## src/rtl/lsu_mem_ctrl.sv

```systemverilog
// ---------------------------------------------------------------------------
// lsu_mem_ctrl
//   Load/store initiator between the execute stage and a word-addressed data
//   memory. Takes one byte-addressed RISC-V load/store per handshake and turns
//   it into word accesses: SW is a single write, SB/SH are read-modify-write,
//   loads read one word and return the extracted, extended value. Bad
//   requests (out of range, bad funct3, misaligned) get an error response and
//   never reach memory.
//
// Ports
//   clk, rst          clock; synchronous active-low reset
//   req_valid/ready   request handshake (ready only in IDLE)
//   req_we            1 = store, 0 = load
//   req_funct3        RISC-V width/sign encoding
//   req_addr          byte address
//   req_wdata         right-aligned store data
//   resp_valid        one-cycle response pulse
//   resp_err          request rejected (with resp_valid)
//   resp_rdata        load result, zero when not a valid load response
//   mem_addr          word index to memory
//   mem_write_en      memory write strobe
//   mem_data_out      write data to memory
//   mem_data_in       read data, combinational from mem_addr
// ---------------------------------------------------------------------------
module lsu_mem_ctrl #(
   parameter int WORD_AW = 9
) (
   input  logic        clk,
   input  logic        rst,
   input  logic        req_valid,
   output logic        req_ready,
   input  logic        req_we,
   input  logic [2:0]  req_funct3,
   input  logic [31:0] req_addr,
   input  logic [31:0] req_wdata,
   output logic        resp_valid,
   output logic        resp_err,
   output logic [31:0] resp_rdata,
   output logic [31:0] mem_addr,
   output logic        mem_write_en,
   output logic [31:0] mem_data_out,
   input  logic [31:0] mem_data_in
);

   typedef enum logic [1:0] {IDLE, RD, WR, RESP} state_t;

   // Byte-address bits above the memory window; any set bit is out of range.
   localparam logic [31:0] HI_MASK = ~((32'd1 << (WORD_AW + 2)) - 32'd1);

   state_t              state_q;
   logic [WORD_AW-1:0]  widx_q;
   logic [1:0]          lane_q;
   logic                we_q;
   logic [2:0]          f3_q;
   logic [31:0]         wdata_q;

   logic                req_ready_q;
   logic                resp_valid_q;
   logic                resp_err_q;
   logic [31:0]         resp_rdata_q;
   logic                mem_we_q;
   logic [31:0]         mem_dout_q;

   logic                req_err_d;
   logic [31:0]         load_d;
   logic [31:0]         merged_d;

   // ---------------------------------------------------------------------
   // Request check, evaluated on the incoming request at capture time
   // ---------------------------------------------------------------------
   always_comb begin
      logic range_err, f3_err, mis_err;
      range_err = |(req_addr & HI_MASK);
      if (req_we)
         f3_err = (req_funct3 > 3'd2);
      else
         f3_err = (req_funct3 == 3'd3) || (req_funct3 == 3'd6) || (req_funct3 == 3'd7);
      mis_err = ((req_funct3[1:0] == 2'd1) && req_addr[0]) ||
                ((req_funct3[1:0] == 2'd2) && (req_addr[1:0] != 2'b00));
      req_err_d = range_err || f3_err || mis_err;
   end

   // ---------------------------------------------------------------------
   // Load extraction from the word currently on mem_data_in (used in RD)
   // ---------------------------------------------------------------------
   always_comb begin
      logic [7:0]  ld_byte;
      logic [15:0] ld_half;
      ld_byte = mem_data_in[{lane_q, 3'b000} +: 8];
      // Halfword loads are aligned, so only lane bit 1 selects the half.
      ld_half = lane_q[1] ? mem_data_in[31:16] : mem_data_in[15:0];
      case (f3_q)
         3'd0:    load_d = {{24{ld_byte[7]}}, ld_byte};
         3'd1:    load_d = {{16{ld_half[15]}}, ld_half};
         3'd4:    load_d = {24'd0, ld_byte};
         3'd5:    load_d = {16'd0, ld_half};
         default: load_d = mem_data_in;
      endcase
   end

   // ---------------------------------------------------------------------
   // Sub-word store merge into the word read during RD
   // ---------------------------------------------------------------------
   always_comb begin
      logic [31:0] size_mask, lane_mask;
      case (f3_q[1:0])
         2'd0:    size_mask = 32'h0000_00FF;
         2'd1:    size_mask = 32'h0000_FFFF;
         default: size_mask = 32'hFFFF_FFFF;
      endcase
      lane_mask = size_mask << {lane_q, 3'b000};
      merged_d  = (mem_data_in & ~lane_mask) | ((wdata_q << {lane_q, 3'b000}) & lane_mask);
   end

   // ---------------------------------------------------------------------
   // Control FSM with registered outputs
   // ---------------------------------------------------------------------
   always_ff @(posedge clk) begin
      if (!rst) begin
         state_q      <= IDLE;
         widx_q       <= '0;
         lane_q       <= '0;
         we_q         <= 1'b0;
         f3_q         <= '0;
         wdata_q      <= '0;
         req_ready_q  <= 1'b1;
         resp_valid_q <= 1'b0;
         resp_err_q   <= 1'b0;
         resp_rdata_q <= '0;
         mem_we_q     <= 1'b0;
         mem_dout_q   <= '0;
      end else begin
         // Pulse-type outputs default low; only the transition into the
         // state that owns them raises them for exactly one cycle.
         resp_valid_q <= 1'b0;
         resp_err_q   <= 1'b0;
         resp_rdata_q <= '0;
         mem_we_q     <= 1'b0;

         case (state_q)
            IDLE: begin
               if (req_valid) begin
                  widx_q      <= req_addr[WORD_AW+1:2];
                  lane_q      <= req_addr[1:0];
                  we_q        <= req_we;
                  f3_q        <= req_funct3;
                  wdata_q     <= req_wdata;
                  req_ready_q <= 1'b0;
                  if (req_err_d) begin
                     state_q      <= RESP;
                     resp_valid_q <= 1'b1;
                     resp_err_q   <= 1'b1;
                  end else if (req_we && (req_funct3 == 3'd2)) begin
                     // Full-word store needs no read; go straight to write.
                     state_q    <= WR;
                     mem_we_q   <= 1'b1;
                     mem_dout_q <= req_wdata;
                  end else begin
                     state_q <= RD;
                  end
               end
            end

            RD: begin
               // The read word is consumed here; later memory changes are
               // invisible to this request.
               if (!we_q) begin
                  state_q      <= RESP;
                  resp_valid_q <= 1'b1;
                  resp_rdata_q <= load_d;
               end else begin
                  state_q    <= WR;
                  mem_we_q   <= 1'b1;
                  mem_dout_q <= merged_d;
               end
            end

            WR: begin
               state_q      <= RESP;
               resp_valid_q <= 1'b1;
            end

            RESP: begin
               state_q     <= IDLE;
               req_ready_q <= 1'b1;
            end

            default: begin
               state_q     <= IDLE;
               req_ready_q <= 1'b1;
            end
         endcase
      end
   end

   assign req_ready    = req_ready_q;
   assign resp_valid   = resp_valid_q;
   assign resp_err     = resp_err_q;
   assign resp_rdata   = resp_rdata_q;
   assign mem_addr     = {{(32-WORD_AW){1'b0}}, widx_q};
   assign mem_write_en = mem_we_q;
   assign mem_data_out = mem_dout_q;

endmodule

```

## config.mk

```make
export PLATFORM = sky130hd
export DESIGN_NAME = lsu_mem_ctrl
export DESIGN_NICKNAME = d
export VERILOG_FILES = /design/src/rtl/lsu_mem_ctrl.sv
export SDC_FILE = /design/constraint.sdc
export NUM_CORES = 1
export LEC_CHECK = 0
export ABC_AREA = 1
export CORE_ASPECT_RATIO = 0.6
export CORE_MARGIN = 5
export CORE_UTILIZATION = 50
export CTS_CLUSTER_SIZE = 16
export DETAILED_ROUTE_END_ITERATION = 7
export GPL_ROUTABILITY_DRIVEN = 0
export PLACE_DENSITY = 0.86
export SYNTH_ARGS = -nofsm -noshare
export SYNTH_HDL_FRONTEND = slang
export SYNTH_SLANG_ARGS = --single-unit
```

## constraint.sdc

```tcl
create_clock -name clk -period 5.73 [get_ports clk]
set_clock_uncertainty 0.15 [all_clocks]
set_input_delay 0.573 -clock clk [delete_from_list [all_inputs] [get_ports clk]]
set_output_delay 0.573 -clock clk [all_outputs]
set_load 0.1 [all_outputs]
```

# Word-level counts from Yosys, hierarchy flattened
# Index checks and enable logic that the tools add are counted.
[word_totals]
ff_bits = 117
inputBits = 103
output_inout_bits = 100
word_cells = 84
[op_classes]
n_lt_le_gt_ge = 1
n_eq_ne = 17
shift = 3
mux = 25
bitwise_logic = 6
n_reduce_logical = 20
[op_table]
columns = ["operator", "n"]
rows = [
  ["$mux 32", 4],
  ["$pmux 32 s2", 2],
  ["$pmux 32 s4", 1],
  ["$and 32x32->32", 2],
  ["$shl 32x5->32", 2],
  ["$not 32->32", 1],
  ["$or 32x32->32", 1],
  ["$shiftx 32x6->8", 1],
  ["$reduce_or 21->1", 1],
  ["$mux 16", 1],
  ["$eq 3x3->1 const B", 4],
  ["$mux 1", 10],
  ["$ne 2x2->1 const B", 4],
  ["$pmux 2 s4", 1],
  ["$eq 2x1->1 const B", 3],
  ["$eq 2x2->1 const B", 3],
  ["$eq 3x2->1 const B", 2],
  ["$mux 2", 3],
  ["$reduce_and 2->1", 3],
  ["$reduce_bool 2->1", 3],
  ["$logic_or 1x1->1", 5],
  ["$reduce_and 5->1", 1],
  ["$logic_not 2->1", 2],
  ["$pmux 1 s2", 2],
  ["7 further kinds", 10],
]

# Longest topological paths before layout
# Gate-level depths: netlist of the first run.
[depth]
ltp_word = 9
depth_mapped = 13
mapped_depth_nobuf = 11

# Worst setup path before layout of the first run
# Ideal clock, no wire load.
[synth_path]
path_kind = "input -> register"
from = "input req_addr[12]"
to = "register mem_dout_q[20] (netlist: mem_data_out[20])"
setup_ns = 0.113
arrival_time_ns = 1.684
required_ns = 5.467
slack_ns = 3.784
stages = 12
n_path_buf = 2
cell_sequence = "nor2_1 -> nand2_1 -> nor2_1 -> nand2_1 -> nor2_4 -> nand2_2 -> nand2_4 -> nand2_2 -> buf_6 -> buf_2 -> nor2_1 -> nor2_1"
[synth_between]
elab_chain_cells = 5
[synth_rtl]
columns = ["element", "line", "rtl"]
rows = [
  ["start, declared", "34", "input logic [31:0] req_addr,"],
  ["$reduce_or 21->1", "73", "range_err = |(req_addr & HI_MASK);"],
  ["$logic_or 1x1->1 (2 in series)", "80", "req_err_d = range_err || f3_err || mis_err;"],
  ["$ne 2x2->1 (no line)", "n/a", ""],
  ["$reduce_and 5->1 (no line)", "n/a", ""],
  ["end signal, assigned", "157", "mem_dout_q <= req_wdata;"],
  ["end signal, assigned", "174", "mem_dout_q <= merged_d;"],
  ["end, declared", "62", "logic [31:0] mem_dout_q;"],
]
# No other way between the ends.
# A chain may end at the register's enable or synchronous reset.

# Worst setup path in the final report of the first run
[layout_path]
from = "register state_q[1]"
to = "register mem_dout_q[31] (netlist: mem_data_out[31])"
[layout_between]
elab_chain_cells = 3
elab_cells_between_ends = 9
classes_between = "eq/ne (5); mux (1); reduce/logical (3)"
[layout_rtl]
columns = ["element", "line", "rtl"]
rows = [
  ["start, declared", "50", "state_t state_q;"],
  ["start signal, assigned", "120", "state_q <= IDLE;"],
  ["start signal, assigned", "150", "state_q <= RESP;"],
  ["start signal, assigned", "155", "state_q <= WR;"],
  ["$eq 2x1->1 / $logic_not 2->1 (equally long branches)", "140", "case (state_q)"],
  ["$ne 2x2->1 (no line) / $reduce_bool 2->1 (equally long branches)", "n/a", ""],
  ["$reduce_and 5->1 (no line)", "n/a", ""],
]
# Parallel ways exist; a longest one is shown, timed or not.

==> metrics.txt, run 1 <==
initial antenna violation count 0; GRT Total Usage 0.268; CTS resizes 0; crit-path max FO 40; Syn Std Cell Area 0.00626 mm^2; Avg Inst Size Synth 6.51 um^2; RSZ-0062 raised after global routing false; sequential fraction of the synthesis area 0.374; CTS Hold Bufs 0; CP cell instances inv_1 > ha_1 > buf_4 > inv_2 > nor2_1 > nor2_4 > nand2_2 > nor2_1 > nor2_1; clock sinks 117; DRC viols 0; vias in the first global route between 6,000 and 7,000; LEAKAGE 3.69 nW; first-pass GRT wire length 32,600 um; cell depth of the worst hold path 2; top-area cell type share of the netlist area 0.374; final period utilization 0.584; CP Depth 9; final slew viol count 0; final WL approximately 21,000 um; Max Cap Viol 0; Synth cell types 30; Die ar. 0.0149 mm^2; VDD IR max roughly 0.45 mV; Cell Pwr Density 626 mW/mm^2; drt first pass iters 7; CTS tree yes; Ports just over 200; commonest non-fill, non-tap cells in the layout nand2_1, clkdlybuf4s50_1, nor2_1; n_diodes 0; CTS clock-pin slew for the worst setup and hold paths 0.05 ns; Placed Area about 0.0079 mm^2; drt wl/cell 16.3 um; total grt overflow 0; Crit Path Class flop to flop; Die Y slightly below 100 um; min-delay src mem_data_out[4]; post-layout util 0.705; R2R setup slack 2.39 ns; FF-to-FF Start state_q[1]; Yosys top cell by area dfxtp_1; cells after synthesis 961; Rel. slew slack 0.195; slowest stage delay, CP roughly 0.62 ns; die width about 150 um; synth warn 0; CP arrival 3.49 ns; Max Clk Rate roughly 300 MHz; core area 0.0121 mm^2; synthesized flop and latch total 117; Hold Path Class flop to flop; Starting Density 0.515; FF-to-FF path depth 9; Nets 1,211; Crit. End Element flop; crit path buf inv count 3; Req. time, crit path between 5 and 6 ns; share of layout cells above drive strength 1 0.0645; crit path launch state_q[1]; FF-to-FF End mem_data_out[31]; Worst path most repeated cell nor2_1; P&R area growth vs syn 36.7%; worst slew pin tran approximately 1.2 ns; Max clock buf depth 2; Fin. Hold Viols 0; Synth area leaders dfxtp_1, nand2_1, nor2_1, o21ai_0, a21oi_1; largest net degree at the start of global routing 85; final hold slack 0.328 ns; status complete, no violations; PortBufs between 150 and 200; H-Tree Depth 4; Final Instance Area 0.00855 mm^2; Startpoint Class flop; CTS Buf Count 17; setup TNS 0 ns; Final setup viols 0; row count 31; Hold EP mem_data_out[4]; Post-CTS Setup Bufs 0; cell family contributing the most delay on the critical path simple AND/OR/NAND/NOR gates; commonest non-fill, non-tap cell in the layout nand2_1; Final min period 3.34 ns; worst skew pair latency just over 0.4 ns; critical path's slowest cell nand2_2; Antenna Nets Post-Route 0; post-DP HPWL approximately 15,000 um; drt initial violations slightly below 1,000; CTS Root Cell clkbuf_16; total number of vias 6,889; vias per inst around 5.4
-- synthesized netlist by cell type (all sizes together) --
library cell and count:
nand2 212, nor2 155, dfxtp 117, o21ai 98, inv 94, a21oi 78
nand3 57, buf 46, clkbuf 37, o211ai 33, or2 11, o311ai 7
ha 5, a31oi 3, a22oi 2, nor3 2, a221o 1, conb 1
o21bai 1, o22ai 1
-- report_power, final --
| group | internal, mW | total (mW) | switching, mW |
|---|---|---|---|
| registers | 1.05 | 1.20 | 0.143 |
| clock network | 0.719 | 1.10 | 0.383 |
| logic | 0.755 | 3.06 | 2.30 |
| total | 2.53 | 5.36 | 2.83 |
-- per-stage QoR --
step	worst slack (ns)	total power [mW]	std cells
6_report	2.39	5.36	1281
5_1_grt	2.09	5.63	1281
4_1_cts	2.45	5.32	1281
3_5_place_dp	2.51	4.20	1249
3_3_place_gp	2.63	4.15	1249
2_1_floorplan	3.78	3.55	983
-- layout make-up --
class | count | area, um^2
Timing Repair Buffer | 184 | 1820
Fill cell | 985 | 3590
Tap cell | 165 | 206
Multi-Input combinational cell | 689 | 3210
Clock buffer | 21 | 470
Sequential cell | 117 | 2340
Inverter | 94 | 353
Clock inverter | 11 | 149
-- worst register-to-register path, stage by stage, from the launching register on --
cell and delay, ns:
dfxtp_1 0.39, inv_1 0.10, ha_1 0.18, buf_4 0.25
inv_2 0.43, nor2_1 0.19, nor2_4 0.56, nand2_2 0.62
nor2_1 0.30, nor2_1 0.07
-- per-layer routing --
metal  GRT usage  up-vias  share of wire
li1            -     3339              -
met1       0.357     3017           0.40
met2       0.410      479           0.42
met3       0.103       54           0.15
met4      0.0685        0          0.024
met5           0        -              0
-- registers in the layout, indices dropped and copies added, names as in the netlist --
signal,flops
lane_q,2
we_q,1
state_q,2
resp_valid,1
mem_write_en,1
resp_err,1
mem_data_out,32
f3_q,3
resp_rdata,32
req_ready,1
widx_q,9
wdata_q,32
-- worst max-delay path by stage --
stage                       end  slack [ns]
2_1_floorplan  mem_data_out[20]        3.78
3_3_place_gp   mem_data_out[25]        2.63
3_5_place_dp   mem_data_out[31]        2.51
4_1_cts        mem_data_out[13]        2.45
5_1_grt        mem_data_out[13]        2.09
6_report       mem_data_out[31]        2.39
-- cell families (layout without fill, tap and decap cells) --
family	after synthesis	in the layout	share of synthesized area
adders and majority gates	5	5	0.0100
AOI/OAI and AO/OA	224	224	0.200
DFF	117	117	0.374
buffers and inverters	177	310	0.126
other	1	23	0.000599
and+or+nand+nor	437	437	0.289
No activity file was read; power rests on OpenSTA's default activity.
==> run 2, diff against run 1 <==
--- a/config.mk
+++ b/config.mk
@@ -8,11 +8,11 @@
 export ABC_AREA = 1
 export CORE_ASPECT_RATIO = 0.6
 export CORE_MARGIN = 5
-export CORE_UTILIZATION = 50
+export CORE_UTILIZATION = 42
 export CTS_CLUSTER_SIZE = 16
 export DETAILED_ROUTE_END_ITERATION = 7
 export GPL_ROUTABILITY_DRIVEN = 0
-export PLACE_DENSITY = 0.86
+export PLACE_DENSITY = 0.77
 export SYNTH_ARGS = -nofsm -noshare
 export SYNTH_HDL_FRONTEND = slang
 export SYNTH_SLANG_ARGS = --single-unit
==> constraint.sdc (replaced) <==
create_clock -name clk -period 3 [get_ports clk]
set_clock_uncertainty 0.15 [all_clocks]
set_input_delay 0.3 -clock clk [delete_from_list [all_inputs] [get_ports clk]]
set_output_delay 0.3 -clock clk [all_outputs]
set_load 0.1 [all_outputs]
==> metrics.txt, run 2 (synthesis results as in run 1) <==
VDD IR max 0.804 mV (was 0.453 mV); LEAKAGE 3.90 nW (was 3.69 nW); GRT Total Usage 0.236 (was 0.268); Fin. Hold Viols 0 (unchanged); total number of vias 6,843 (was 6,889); commonest non-fill, non-tap cell in the layout nand2_1 (unchanged); Worst path most repeated cell nand2_1 (was nor2_1); drt initial violations 894 (was 970); Final setup viols 0 (unchanged); drt wl/cell 16.0 um (was 16.3 um); CTS clock-pin slew for the worst setup and hold paths 0.05 ns (about the same); CTS Root Cell clkbuf_16 (unchanged); crit-path max FO 22 (was 40); FILL cells 1,419 (was 985); Cell Pwr Density 1210 mW/mm^2 (was 626 mW/mm^2); Die ar. 0.0175 mm^2 (was 0.0149 mm^2); Starting Density 0.430 (was 0.515); slowest stage delay, CP 0.43 ns (was 0.62 ns); share of layout cells above drive strength 1 0.142 (was 0.0645); final period utilization 0.807 (was 0.584); Max Clk Rate 413 MHz (was 299 MHz); drt first pass iters 7 (unchanged); worst skew pair latency 0.41 ns (about the same); Crit. End Element flop (unchanged); final slew viol count 0 (unchanged); Die Y 105 um (was 96.7 um); Final Instance Area 0.00851 mm^2 (was 0.00855 mm^2); Rel. slew slack 0.570 (was 0.195); CTS Buf Count 17 (unchanged); setup TNS 0 ns (unchanged); CTS resizes 0 (unchanged); die width 168 um (was 154 um); clock sinks 117 (unchanged); Ports 203 (unchanged); worst slew pin tran 0.643 ns (was 1.21 ns); cell family contributing the most delay on the critical path simple AND/OR/NAND/NOR gates (unchanged); n_diodes 0 (unchanged); Hold Path Class primary input to flop (was flop to flop); largest net degree at the start of global routing 67 (was 85); P&R area growth vs syn 36.0% (was 36.7%); status complete, no violations (unchanged); Max clock buf depth 2 (unchanged); final WL 21,200 um (was 20,900 um); CTS tree yes (unchanged); core area 0.0145 mm^2 (was 0.0121 mm^2); RSZ-0062 raised after global routing false (unchanged); H-Tree Depth 4 (unchanged); Placed Area 0.00787 mm^2 (was 0.00794 mm^2); Startpoint Class flop (unchanged); CP cell instances inv_1 > ha_1 > nand2_1 > o21ai_0 > nor2_4 > nand2_2 > buf_4 > nand2_1 > nand2_1 > nor2_1 (was inv_1 > ha_1 > buf_4 > inv_2 > nor2_1 > nor2_4 > nand2_2 > nor2_1 > nor2_1); Post-CTS Setup Bufs 0 (unchanged); vias per inst 5.16 (was 5.38); PortBufs 179 (unchanged); DRC viols 0 (unchanged); Crit Path Class flop to flop (unchanged); critical path's slowest cell nor2_4 (was nand2_2); area of the multi-input gates 0.00321 mm^2 (unchanged); Nets 1,222 (was 1,211); Antenna Nets Post-Route 0 (unchanged); CTS Hold Bufs 0 (unchanged); Reg area 0.00234 mm^2 (unchanged); Max Cap Viol 0 (unchanged); Req. time, crit path 3.19 ns (was 5.88 ns); row count 34 (was 31); commonest non-fill, non-tap cells in the layout nand2_1, nor2_1, dfxtp_1 (was nand2_1, clkdlybuf4s50_1, nor2_1); initial antenna violation count 0 (unchanged); crit path buf inv count 2 (was 3); first-pass GRT wire length 33,500 um (was 32,600 um); Final min period 2.42 ns (was 3.34 ns); total grt overflow 0 (unchanged); vias in the first global route 6,441 (was 6,350); post-DP HPWL 15,400 um (was 14,700 um); CP arrival 2.61 ns (was 3.49 ns)
## run 2: cell types whose count changed in the layout (fill, tap and decap cells not counted), sizes merged
cell           change
clkdlybuf4s50     -77
clkinv             -1
buf               +88
clkinvlp           -1
inv                +1
bufinv             +1
## run 2: report_power, final
part	internal [mW]	switching, mW	total, mW
Combinational	1.41	4.39	5.80
Clock	1.46	0.755	2.22
Sequential	2.01	0.284	2.29
## run 2: area by class of cell
cell class | count | area share
Multi-Input combinational cell | 689 | 0.377
Sequential cell | 117 | 0.275
Timing Repair Buffer | 195 | 0.201
Clock buffer | 21 | 0.0553
Inverter | 94 | 0.0415
Tap cell | 198 | 0.0291
Clock inverter | 11 | 0.0201
## run 2: worst register-to-register path, cell delays in order (launching register included)
cell and delay, ns:
dfxtp_1 0.39, inv_1 0.10, ha_1 0.29, nand2_1 0.21
o21ai_0 0.19, nor2_4 0.43, nand2_2 0.11, buf_4 0.23
nand2_1 0.08, nand2_1 0.04, nor2_1 0.11
## run 2: routing by layer
layer | global-route usage | part of all wire | routed length, um
met4 | 0.0637 | 0.015 | 316
met5 | 0 | 0 | 0
met2 | 0.343 | 0.43 | 9050
met1 | 0.318 | 0.43 | 9040
met3 | 0.106 | 0.13 | 2820
## run 2: per-stage QoR
stage	instances	setup slack [ns]	hold slack [ns]	util	total power [mW]
detailed placement	1293	0.577	0.302	0.541	8.05
finish	1325	0.579	0.148	0.585	10.3
CTS	1325	0.596	0.136	0.585	10.3
global route	1325	0.341	0.169	0.585	10.9
floorplan	983	1.08	0.279	-	6.78
global placement	1293	0.632	0.293	0.541	7.98
## run 2: worst paths after layout
check,slack [ns],end,cells after the start,startpoint
hold / removal,0.15,widx_q[8],3,rst
setup / recovery,0.58,mem_data_out[23],10,state_q[0]
setup reg to reg,0.58,mem_data_out[23],10,state_q[0]
hold reg to reg,0.31,wdata_q[27],2,wdata_q[27]
